===== src/rtl/ro_race_counter.sv =====
// Race stage of the RO-PUF challenge path: two synchronised ring oscillators are counted in
// the clk domain until one count saturates or the watchdog expires; results are held in DONE.
module ro_race_counter #(
  parameter int CNT_W       = 4,
  parameter int SYNC_STAGES = 2,
  parameter int TMO_W       = 16
) (
  input  logic             clk,
  input  logic             rst,
  input  logic             start,
  input  logic             ro_a,
  input  logic             ro_b,
  output logic             ro_en,
  output logic             busy,
  output logic             done,
  output logic [CNT_W-1:0] count_a,
  output logic [CNT_W-1:0] count_b,
  output logic             response,
  output logic             tie,
  output logic             timeout
);

  localparam int ARM_W = $clog2(SYNC_STAGES + 1) + 1;
  localparam logic [CNT_W-1:0] CNT_MAX  = {CNT_W{1'b1}};
  localparam logic [TMO_W-1:0] TMO_MAX  = {TMO_W{1'b1}};
  localparam logic [ARM_W-1:0] ARM_LAST = ARM_W'(SYNC_STAGES);

  typedef enum logic [1:0] {
    ST_IDLE = 2'd0,
    ST_ARM  = 2'd1,
    ST_RACE = 2'd2,
    ST_DONE = 2'd3
  } state_t;

  state_t                 state_q, state_d;
  logic [SYNC_STAGES-1:0] sync_a_q, sync_a_d, sync_b_q, sync_b_d;
  logic                   prev_a_q, prev_a_d, prev_b_q, prev_b_d;
  logic [ARM_W-1:0]       arm_cnt_q, arm_cnt_d;
  logic [TMO_W-1:0]       wdog_q, wdog_d;
  logic [CNT_W-1:0]       count_a_q, count_a_d, count_b_q, count_b_d;
  logic                   ro_en_q, ro_en_d, busy_q, busy_d, done_q, done_d;
  logic                   response_q, response_d, tie_q, tie_d, timeout_q, timeout_d;

  logic             edge_a_s, edge_b_s, sat_a_s, sat_b_s;
  logic [CNT_W-1:0] nxt_a_s, nxt_b_s;
  logic [TMO_W-1:0] wdog_inc_s;

  assign sync_a_d   = {sync_a_q[SYNC_STAGES-2:0], ro_a};
  assign sync_b_d   = {sync_b_q[SYNC_STAGES-2:0], ro_b};
  assign prev_a_d   = sync_a_q[SYNC_STAGES-1];
  assign prev_b_d   = sync_b_q[SYNC_STAGES-1];
  assign edge_a_s   = sync_a_q[SYNC_STAGES-1] & ~prev_a_q;
  assign edge_b_s   = sync_b_q[SYNC_STAGES-1] & ~prev_b_q;
  // A saturated counter never advances, so counts cannot wrap.
  assign nxt_a_s    = count_a_q + {{(CNT_W-1){1'b0}}, (edge_a_s && (count_a_q != CNT_MAX))};
  assign nxt_b_s    = count_b_q + {{(CNT_W-1){1'b0}}, (edge_b_s && (count_b_q != CNT_MAX))};
  assign sat_a_s    = (nxt_a_s == CNT_MAX);
  assign sat_b_s    = (nxt_b_s == CNT_MAX);
  assign wdog_inc_s = wdog_q + {{(TMO_W-1){1'b0}}, 1'b1};

  always_comb begin
    state_d    = state_q;
    arm_cnt_d  = arm_cnt_q;
    wdog_d     = wdog_q;
    count_a_d  = count_a_q;
    count_b_d  = count_b_q;
    ro_en_d    = ro_en_q;
    busy_d     = busy_q;
    done_d     = done_q;
    response_d = response_q;
    tie_d      = tie_q;
    timeout_d  = timeout_q;
    case (state_q)
      ST_IDLE, ST_DONE: begin
        if (start) begin
          state_d    = ST_ARM;
          arm_cnt_d  = {ARM_W{1'b0}};
          wdog_d     = {TMO_W{1'b0}};
          count_a_d  = {CNT_W{1'b0}};
          count_b_d  = {CNT_W{1'b0}};
          ro_en_d    = 1'b1;
          busy_d     = 1'b1;
          done_d     = 1'b0;
          response_d = 1'b0;
          tie_d      = 1'b0;
          timeout_d  = 1'b0;
        end else begin
          state_d = state_q;
        end
      end
      ST_ARM: begin
        if (arm_cnt_q == ARM_LAST) begin
          state_d = ST_RACE;
          wdog_d  = {TMO_W{1'b0}};
        end else begin
          arm_cnt_d = arm_cnt_q + {{(ARM_W-1){1'b0}}, 1'b1};
        end
      end
      ST_RACE: begin
        wdog_d    = wdog_inc_s;
        count_a_d = nxt_a_s;
        count_b_d = nxt_b_s;
        // Saturation is checked first so it wins over a coincident watchdog expiry.
        if (sat_a_s || sat_b_s) begin
          state_d    = ST_DONE;
          ro_en_d    = 1'b0;
          busy_d     = 1'b0;
          done_d     = 1'b1;
          response_d = sat_a_s & ~sat_b_s;
          tie_d      = sat_a_s & sat_b_s;
        end else if (wdog_inc_s == TMO_MAX) begin
          state_d    = ST_DONE;
          ro_en_d    = 1'b0;
          busy_d     = 1'b0;
          done_d     = 1'b1;
          response_d = 1'b0;
          timeout_d  = 1'b1;
        end else begin
          state_d = ST_RACE;
        end
      end
      default: begin
        state_d = ST_IDLE;
        ro_en_d = 1'b0;
        busy_d  = 1'b0;
        done_d  = 1'b0;
      end
    endcase
  end

  always_ff @(posedge clk or posedge rst) begin
    if (rst) begin
      state_q    <= ST_IDLE;
      sync_a_q   <= {SYNC_STAGES{1'b0}};
      sync_b_q   <= {SYNC_STAGES{1'b0}};
      prev_a_q   <= 1'b0;
      prev_b_q   <= 1'b0;
      arm_cnt_q  <= {ARM_W{1'b0}};
      wdog_q     <= {TMO_W{1'b0}};
      count_a_q  <= {CNT_W{1'b0}};
      count_b_q  <= {CNT_W{1'b0}};
      ro_en_q    <= 1'b0;
      busy_q     <= 1'b0;
      done_q     <= 1'b0;
      response_q <= 1'b0;
      tie_q      <= 1'b0;
      timeout_q  <= 1'b0;
    end else begin
      state_q    <= state_d;
      sync_a_q   <= sync_a_d;
      sync_b_q   <= sync_b_d;
      prev_a_q   <= prev_a_d;
      prev_b_q   <= prev_b_d;
      arm_cnt_q  <= arm_cnt_d;
      wdog_q     <= wdog_d;
      count_a_q  <= count_a_d;
      count_b_q  <= count_b_d;
      ro_en_q    <= ro_en_d;
      busy_q     <= busy_d;
      done_q     <= done_d;
      response_q <= response_d;
      tie_q      <= tie_d;
      timeout_q  <= timeout_d;
    end
  end

  assign ro_en    = ro_en_q;
  assign busy     = busy_q;
  assign done     = done_q;
  assign count_a  = count_a_q;
  assign count_b  = count_b_q;
  assign response = response_q;
  assign tie      = tie_q;
  assign timeout  = timeout_q;

endmodule


===== config.mk =====
export PLATFORM = sky130hd
export DESIGN_NAME = ro_race_counter
export DESIGN_NICKNAME = d
export VERILOG_FILES = /design/src/rtl/ro_race_counter.sv
export SDC_FILE = /design/constraint.sdc
export NUM_CORES = 1
export LEC_CHECK = 0
export ABC_AREA = 1
export BUFFER_PORTS_ARGS = -buffer_cell sky130_fd_sc_hd__buf_4
export CAP_MARGIN = 20
export CORE_ASPECT_RATIO = 0.9
export CORE_MARGIN = 2
export CORE_UTILIZATION = 59
export DETAILED_ROUTE_END_ITERATION = 6
export PLACE_DENSITY_LB_ADDON = 0.08
export SLEW_MARGIN = 0
export SYNTH_ARGS = -nofsm -noshare
export SYNTH_HDL_FRONTEND = slang
export SYNTH_SLANG_ARGS = --single-unit

===== constraint.sdc =====
create_clock -name clk -period 2.4 [get_ports clk]
set_clock_uncertainty 0.15 [all_clocks]
set_input_delay 0.48 -clock clk [delete_from_list [all_inputs] [get_ports clk]]
set_output_delay 0.48 -clock clk [all_outputs]
set_load 0.03 [all_outputs]

# Yosys cells after proc, flatten, opt, wreduce, memory -nomap -nowiden
# Cells that the tools add are included.
# word_totals
register_bits	40
latchBits	0
mem_bits_rw	0
romBits	0
out_inout_bits	14
n_memories	0
# op_classes
add_sub_neg	4
n_mul	0
div	0
n_lt_le_gt_ge	0
eq_ne	16
shift	0
muxes	28
bitwise_logic	7
reduce_logical	13
# op_table
operator	count
$pmux 16 s3	1
$mux 16	2
$add 16x1->16 const B	1
$eq 16x16->1 const B	1
$pmux 4 s2	2
$ne 2x2->1 const B	6
$mux 1	11
$pmux 1 s2	5
$reduce_and 3->1	3
$add 4x1->4	2
$eq 4x4->1 const B	2
$ne 4x4->1 const B	2
$mux 3	2
$pmux 2 s3	1
$pmux 3 s2	1
$and 1x1->1	4
$eq 2x2->1 const B	2
$mux 2	2
$mux 4	1
$reduce_and 2->1	2
$reduce_and 4->1	1
$reduce_bool 2->1	2
$add 3x1->3 const B	1
$eq 3x2->1 const B	1
7 further kinds	10

# Logic depth before layout (Yosys ltp)
# Gate-level depths: netlist of run 1.
# logic_depth
ltp_word	9
ltp_mapped	14
mapped_depth_nobuf	14

# Worst setup path after synthesis of run 1
# No wires, ideal clock.
# synth_timing
path_type	register -> register
startpoint	register count_b_q[3] (netlist: count_b[3])
endpoint	register busy_q (netlist: busy)
setup_time_ns	0.118
t_arrival_ns	1.933
required_ns	2.132
slack_ns	0.199
path_stages_with_launch	15
path_buffers	0
period_less_slack_ns	2.201
path_cell_list	dfrtp_1 inv_1 nor3_1 nor3b_1 ha_1 ha_1 xnor2_1 nor2_1 nand3_1 nand2_1 nor2_1 nand2_2 nand2_2 nand2_1 nand2_1
# synth_between
elab_chain_len	7
word_cells_on_any_way	9
# synth_lines
element	line	rtl
start, declared	40	logic [CNT_W-1:0] count_a_q, count_a_d, count_b_q, count_b_d;
start signal, assigned	141	count_b_q <= {CNT_W{1'b0}};
start signal, assigned	157	count_b_q <= count_b_d;
$ne 4x4->1	56	assign nxt_b_s = count_b_q + {{(CNT_W-1){1'b0}}, (edge_b_s && (count_b_q != CNT_MAX))};
$logic_and 1x1->1	56	
$add 4x1->4 (*)	56	
$eq 4x4->1 (*)	58	assign sat_b_s = (nxt_b_s == CNT_MAX);
$logic_or 1x1->1 (*)	104	if (sat_a_s || sat_b_s) begin
$ne 3x3->1 (no source line) or $mux 1 (tied branches)	n/a	
$reduce_and 3->1 (no source line) or $pmux 1 s2 (tied branches)	n/a	
end signal, assigned	159	busy_q <= busy_d;
end, declared	41	logic ro_en_q, ro_en_d, busy_q, busy_d, done_q, done_d;
# Every way passes the cells marked *; elsewhere a longest branch is shown, timed or not.
# A chain may end at the register's enable or synchronous reset.

# Final worst setup path of run 1
# layout_timing
startpoint	register count_a_q[2] (netlist: count_a[2])
endpoint	register tie_q (netlist: tie)
# layout_between
elab_chain_len	7
word_cells_on_any_way	10
# layout_lines
element	line	rtl
start, declared	40	
start signal, assigned	140	count_a_q <= {CNT_W{1'b0}};
start signal, assigned	156	count_a_q <= count_a_d;
$ne 4x4->1	55	assign nxt_a_s = count_a_q + {{(CNT_W-1){1'b0}}, (edge_a_s && (count_a_q != CNT_MAX))};
$logic_and 1x1->1	55	
$add 4x1->4 (*)	55	
$eq 4x4->1 (*)	57	assign sat_a_s = (nxt_a_s == CNT_MAX);
$and 1x1->1 or $logic_or 1x1->1 (tied branches)	110, 104	
$mux 1 or $ne 2x2->1 (tied branches)	n/a	
$pmux 1 s2 or $reduce_and 3->1 (tied branches)	n/a	
end signal, assigned	162	tie_q <= tie_d;
end, declared	42	logic response_q, response_d, tie_q, tie_d, timeout_q, timeout_d;
# Every way passes the cells marked *; elsewhere a longest branch is shown, timed or not. The select of a mux whose other input is x is not followed.

==> results of run 1 <==
==> repair_timing <==
item | CTS | global route
gates resized for setup | 0 | 14
endpoints found under the setup margin | 0 | 5
buffers inserted | 0 | 6
==> layout by cell type (no fill, tap or decap), drive strengths merged <==
cell,instances
a21oi,1
a22o,1
a311oi,1
a31oi,1
buf,29
bufinv,1
clkbuf,6
clkinv,2
dfrtp,40
ha,10
inv,37
nand2,82
nand3,25
nand3b,1
nand4,6
nor2,25
nor3,2
nor3b,1
o21ai,30
o22ai,3
o31ai,2
xnor2,2
xor2,4
==> path summary, 6_finish.rpt <==
path                       slack, ns           to        start  depth (start not counted)
min in group asynchronous       0.16   state_q[0]          rst                          3
max reg2reg                     0.15          tie   count_a[2]                         10
max in group asynchronous       1.60    wdog_q[8]          rst                          3
min reg2reg                     0.20  sync_b_q[1]  sync_b_q[0]                          0
max                             0.15          tie   count_a[2]                         10
min                             0.14  sync_a_q[0]         ro_a                          1
==> cell families after synthesis <==
| group | after synthesis | synth area share (%) |
|---|---|---|
| simple gates | 142 | 28.84 |
| buf+inv | 42 | 7.397 |
| flops | 40 | 45.87 |
| compound gates | 39 | 9.748 |
| fa+ha+maj | 10 | 5.734 |
| xor+xnor | 6 | 2.408 |
==> metal layers <==
| layer | vias to the layer above | GRT usage (%) | wire length [µm] |
|---|---|---|---|
| met5 | - | 0 | 0 |
| met3 | 5 | 5.586 | 190 |
| met1 | 875 | 32.90 | 2235 |
| met4 | 0 | 10.29 | 52 |
| li1 | 969 | - | - |
| met2 | 37 | 40.08 | 2162 |
==> cells in the mapped netlist (2+ instances only) <==
library cell and number:
nand2_1 79, dfrtp_1 40, inv_1 37, o21ai_0 28, nand3_1 24, nor2_1 20, ha_1 10, nand4_1 6
xor2_1 4, clkbuf_1 3, nand2_2 3, nor2_4 3, o22ai_1 3, nor2_2 2, nor3_1 2, o21ai_1 2
o31ai_1 2, xnor2_1 2
==> registers in the layout, indices dropped and copies added (netlist names) <==
register,cells
prev_a_q,1
busy,1
count_a,4
sync_a_q,2
sync_b_q,2
done,1
timeout,1
wdog_q,16
tie,1
prev_b_q,1
response,1
state_q,2
arm_cnt_q,3
count_b,4
==> power by group through the flow <==
stage	clock network [W]	logic, W	registers [W]
after floorplan	0	0.000542	0.000924
after global placement	0	0.000879	0.000856
after detailed placement	0	0.000897	0.000862
after CTS	0.000550	0.000907	0.000851
after global routing	0.000577	0.00107	0.000863
final	0.000538	0.000937	0.000850
==> area by class of cell <==
type,count,share of cell area (%)
multi-input combinational,197,41.50
sequential,40,38.42
timing repair buffer,29,8.357
inverter,38,5.476
clock buffer,6,2.786
tap,44,2.113
clock inverter,2,1.345
==> stage by stage <==
stage                     cells  power [W]  setup TNS [ns]
final                       356   0.002325               0
after detailed placement    342   0.001759               0
after global placement      342   0.001736               0
after floorplan             279   0.001466               0
after CTS                   350   0.002307               0
after global routing        356   0.002507        -0.03616
==> flow_summary.json, run 1 <==
{
  "largest_net_degree_at_the_start_of_global_routing": 41,
  "number_of_top_level_pins": 19,
  "cts_root_buffer": "clkbuf_8",
  "clock_tree.htree_level_count": 2,
  "dominantRegCellSynth": "dfrtp_1",
  "critical_path.cell_chain": "nand2_1 -> inv_1 -> a311oi_2 -> ha_2 -> ha_4 -> xnor2_2 -> nor3_2 -> nand2_2 -> buf_4 -> o31ai_1",
  "yosysTopAreaCell": "dfrtp_1",
  "post_drt_via_cell_ratio": 5.298,
  "syn-mean-instance-area_um2": 7.821,
  "worst_path_max_delay_cell": "dfrtp_1",
  "tritoncts_clock_tree": "done",
  "syn_area_um2": 2182,
  "net-switching-power_w": 0.0009455,
  "final_hold_vio_count": 0,
  "setup.worst_path.class": "reg2reg",
  "num_vias": 1886,
  "detail-route-antenna-nets": 0,
  "max_freq_mhz": 444.2,
  "power.static_leakage_nw": 1.209,
  "fill_cells": 250,
  "portBuffers": 18,
  "critical_path_peak_fanout": 4,
  "share_clk_of_total_power_pct": 23.2,
  "initial_drc_count": 155,
  "synth_async_sr_flop_share_pct": 100.0,
  "synth.area.top_cells": "dfrtp_1, nand2_1, o21ai_0, inv_1, ha_1",
  "overflow": 0,
  "n_antenna_cell": 0,
  "drc": 0,
  "initial_standard_cell_utilization_of_the_core_pct": 63.19,
  "maxSlewViolCount": 0,
  "maximum_capacitance_violations": 0,
  "dr.pass1.iters": 4,
  "detailed_place.area_um2": 2391,
  "place.gp.congestion": 0.8229,
  "status": "finished clean",
  "postSynthCellCount": 279,
  "final.period_utilization_pct": 93.80,
  "area_delta_synth_final_pct": 19.38,
  "synth_fp_nets": 294,
  "p_int_w": 0.001380,
  "cts-buffers-inserted": 5,
  "via_count_of_the_first_global_routing_pass": 1758,
  "floorplan.die_area_um2": 4202,
  "vdd_drop_max_v": 0.0008764,
  "min-delay-path-class": "in2reg",
  "synth.lib_cells_used.distinct": 27,
  "synth-seq-cells": 40,
  "synth_largest_type_area_fraction_pct": 45.87,
  "layout_setup_ws_ns": 0.1489,
  "cts.sink_count": 40,
  "slowest_delay_ns": 0.44,
  "crit_path_end_kind": "flop",
  "worstSkewPairLatency_ns": 0.30,
  "crit_path_start_kind": "flop",
  "groute.usage.overall_pct": 24.85,
  "dpl.hpwl_um": 3297,
  "combPwrFrac_pct": 40.3,
  "post_route_cells_drive_above_1_share_pct": 18.27,
  "placementRows": 20,
  "routed_wl_um": 4641,
  "worst-slew-pin-transition_ns": 0.4994,
  "dp_worst_setup_slack_ns": 0.2113,
  "critPathRequiredTime_ns": 2.44,
  "setup-violations-final": 0,
  "post_drt_wl_per_cell_um": 13.04,
  "critPathBufInv": 2,
  "maximum_count_of_clock_buffers_along_a_single_path": 2,
  "cts_hold_buf": 0,
  "finalCriticalPeriod_ns": 2.251,
  "grt_first_pass_wirelength_um": 7555,
  "share_seq_of_total_power_pct": 36.6,
  "chipWidth_um": 68.11,
  "multiInputGateArea_um2": 1081,
  "area.sequential_um2": 1001,
  "num-nets-final": 326,
  "ys_warn_count": 0,
  "critPathTopFamily": "compound AO/OA/AOI/OAI gates",
  "seq_area_frac_synth_pct": 45.87,
  "clk_pin_slew_ns": 0.07,
  "synth-edff-count": 0,
  "stdcell_area_um2": 2605,
  "pwr_density_cell_nw_per_um2": 892.6,
  "final_core_utilization_pct": 75.43,
  "core_area_um2": 3453,
  "relSlewSlack_pct": 66.71,
  "fin_hold_ws_ns": 0.1448,
  "switching_share_pct": 40.66,
  "die_height_um": 61.70,
  "cp_data_arrival_time_ns": 2.29,
  "grt_antenna_before_repair": 0
}
Power figures use the tool's default switching activity.
==> run 2, diff against run 1 <==
--- a/config.mk
+++ b/config.mk
@@ -9,7 +9,6 @@
 export BUFFER_PORTS_ARGS = -buffer_cell sky130_fd_sc_hd__buf_4
 export CAP_MARGIN = 20
 export CORE_ASPECT_RATIO = 0.9
-export CORE_MARGIN = 2
 export CORE_UTILIZATION = 59
 export DETAILED_ROUTE_END_ITERATION = 6
 export PLACE_DENSITY_LB_ADDON = 0.08
==> flow_summary.json, run 2 (synthesis gave the netlist of run 1 again) <==
{
  "slowest_delay_ns": 0.40,
  "setup-violations-final": 0,
  "dpl.hpwl_um": 3207,
  "dr.pass1.iters": 4,
  "mostFrequentLayoutCells": "nand2_1, dfrtp_1, inv_1, o21ai_0, buf_4",
  "pwr_density_cell_nw_per_um2": 918.7,
  "die_height_um": 59.70,
  "power.static_leakage_nw": 1.204,
  "fill_cells": 269,
  "initial_standard_cell_utilization_of_the_core_pct": 63.19,
  "post_drt_wl_per_cell_um": 12.46,
  "critical_path_peak_fanout": 3,
  "commonest_non_fill_non_tap_cell_in_the_layout": "nand2_1",
  "crit_path_end_kind": "flop",
  "status": "finished clean",
  "final.period_utilization_pct": 94.56,
  "fin_hold_ws_ns": 0.1429,
  "timing.hold.worst.start": "ro_a",
  "finish.cell_count_without_fillers": 353,
  "relSlewSlack_pct": 66.71,
  "post_drt_via_cell_ratio": 5.320,
  "floorplan.die_area_um2": 3946,
  "p_int_w": 0.001432,
  "num-nets-final": 323,
  "clock_tree.htree_level_count": 2,
  "final_core_utilization_pct": 75.00,
  "area.sequential_um2": 1002,
  "n_antenna_cell": 0,
  "multiInputGateArea_um2": 1069,
  "initial_drc_count": 163,
  "core_area_um2": 3453,
  "chipWidth_um": 66.11,
  "net-switching-power_w": 0.0009477,
  "vdd_drop_max_v": 0.0008595,
  "routed_wl_um": 4399,
  "maxSlewViolCount": 0,
  "share_seq_of_total_power_pct": 35.6,
  "combPwrFrac_pct": 39.1,
  "critPathRequiredTime_ns": 2.47,
  "finalCriticalPeriod_ns": 2.270,
  "post_route_cells_drive_above_1_share_pct": 17.80,
  "switching_share_pct": 39.83,
  "overflow": 0,
  "via_count_of_the_first_global_routing_pass": 1703,
  "area_delta_synth_final_pct": 18.69,
  "worst_path_max_delay_cell": "dfrtp_1",
  "worstSkewPairLatency_ns": 0.29,
  "critPathLaunch": "count_a[2]",
  "placementRows": 20,
  "cts_root_buffer": "clkbuf_8",
  "drc": 0,
  "register_with_the_most_flip_flops": "wdog_q",
  "max_freq_mhz": 440.6,
  "number_of_cells_in_the_design_after_placement": 342,
  "setup.worst_path.class": "reg2reg",
  "maximum_capacitance_violations": 0,
  "cts-buffers-inserted": 5,
  "grt_first_pass_wirelength_um": 7348,
  "final_hold_vio_count": 0,
  "largest_register_ffs": 16,
  "fin_tns_setup_ns": 0,
  "cts.sink_count": 40,
  "clk_pin_slew_ns": 0.08,
  "place.gp.congestion": 0.8240,
  "grt_antenna_before_repair": 0,
  "groute.usage.overall_pct": 24.92,
  "num_vias": 1878,
  "tritoncts_clock_tree": "done",
  "portBuffers": 18,
  "share_clk_of_total_power_pct": 25.2,
  "cp_data_arrival_time_ns": 2.33,
  "crit_path_start_kind": "flop",
  "largest_net_degree_at_the_start_of_global_routing": 41,
  "detail-route-antenna-nets": 0,
  "timing.rr.start": "count_a[2]",
  "number_of_top_level_pins": 19,
  "maximum_count_of_clock_buffers_along_a_single_path": 2,
  "min-delay-path-class": "in2reg",
  "worst-slew-pin-transition_ns": 0.4994,
  "critical_path.cell_chain": "nand2_1 -> inv_1 -> a311oi_2 -> ha_2 -> ha_2 -> inv_1 -> nor3_2 -> nand2_2 -> nand2_2 -> buf_4 -> nor2_1 -> nand4_1 -> a21oi_1"
}
[run 2: layout make-up]
cell class	instances	area share, %
clock inverters	1	1.159
multi-input cells	197	41.26
inverters	38	5.507
flip-flops and latches	40	38.70
repair buffers	26	7.536
clock buffers	7	3.720
well taps	44	2.126
[run 2: final timing paths]
path                           endpoint  slack [ns]  cells after the start
max in group asynchronous    count_b[2]        1.58                      3
hold / removal              sync_a_q[0]        0.14                      1
hold reg to reg             sync_b_q[1]        0.20                      0
setup / recovery                timeout        0.13                     13
setup reg to reg                timeout        0.13                     13
min in group asynchronous  arm_cnt_q[2]        0.15                      3
[run 2: critical path: cells and delay by family (launching register included)]
| family | cells | cell delay, ns |
|---|---|---|
| compound gates | 2 | 0.43 |
| fa+ha+maj | 2 | 0.49 |
| buf+inv | 3 | 0.26 |
| flops | 1 | 0.40 |
| simple gates | 6 | 0.46 |
[run 2: stage by stage]
step / power [W] / instance area [µm²] / setup slack (ns)
CTS: 0.002365 / 2517 / 0.1417
global placement: 0.001743 / 2391 / 0.2827
floorplan: 0.001466 / 2182 / 0.1988
global route: 0.002551 / 2590 / -0.03149
detailed placement: 0.001768 / 2391 / 0.1665
finish: 0.002379 / 2590 / 0.1305
[run 2: timing repair]
action | 4_1_cts | 5_1_grt
gates resized for setup | 0 | 13
hold buffers | 0 | 0
endpoints found under the setup margin | 0 | 5
buffers inserted | 0 | 3
[run 2: metal layers]
layer | wire, µm | up-vias | global-route usage, %
li1 | - | 956 | -
met5 | 0 | - | 0
met1 | 2237 | 893 | 36.02
met2 | 1987 | 24 | 37.32
met4 | 40 | 0 | 8.207
met3 | 134 | 5 | 5.534
[run 2: power by group through the flow]
stage	Clock, W	Combinational (W)	Sequential (W)
finish	0.000601	0.000931	0.000848
global route	0.000632	0.00106	0.000860
CTS	0.000606	0.000911	0.000847
detailed placement	0	0.000908	0.000860
global placement	0	0.000887	0.000856
floorplan	0	0.000542	0.000924
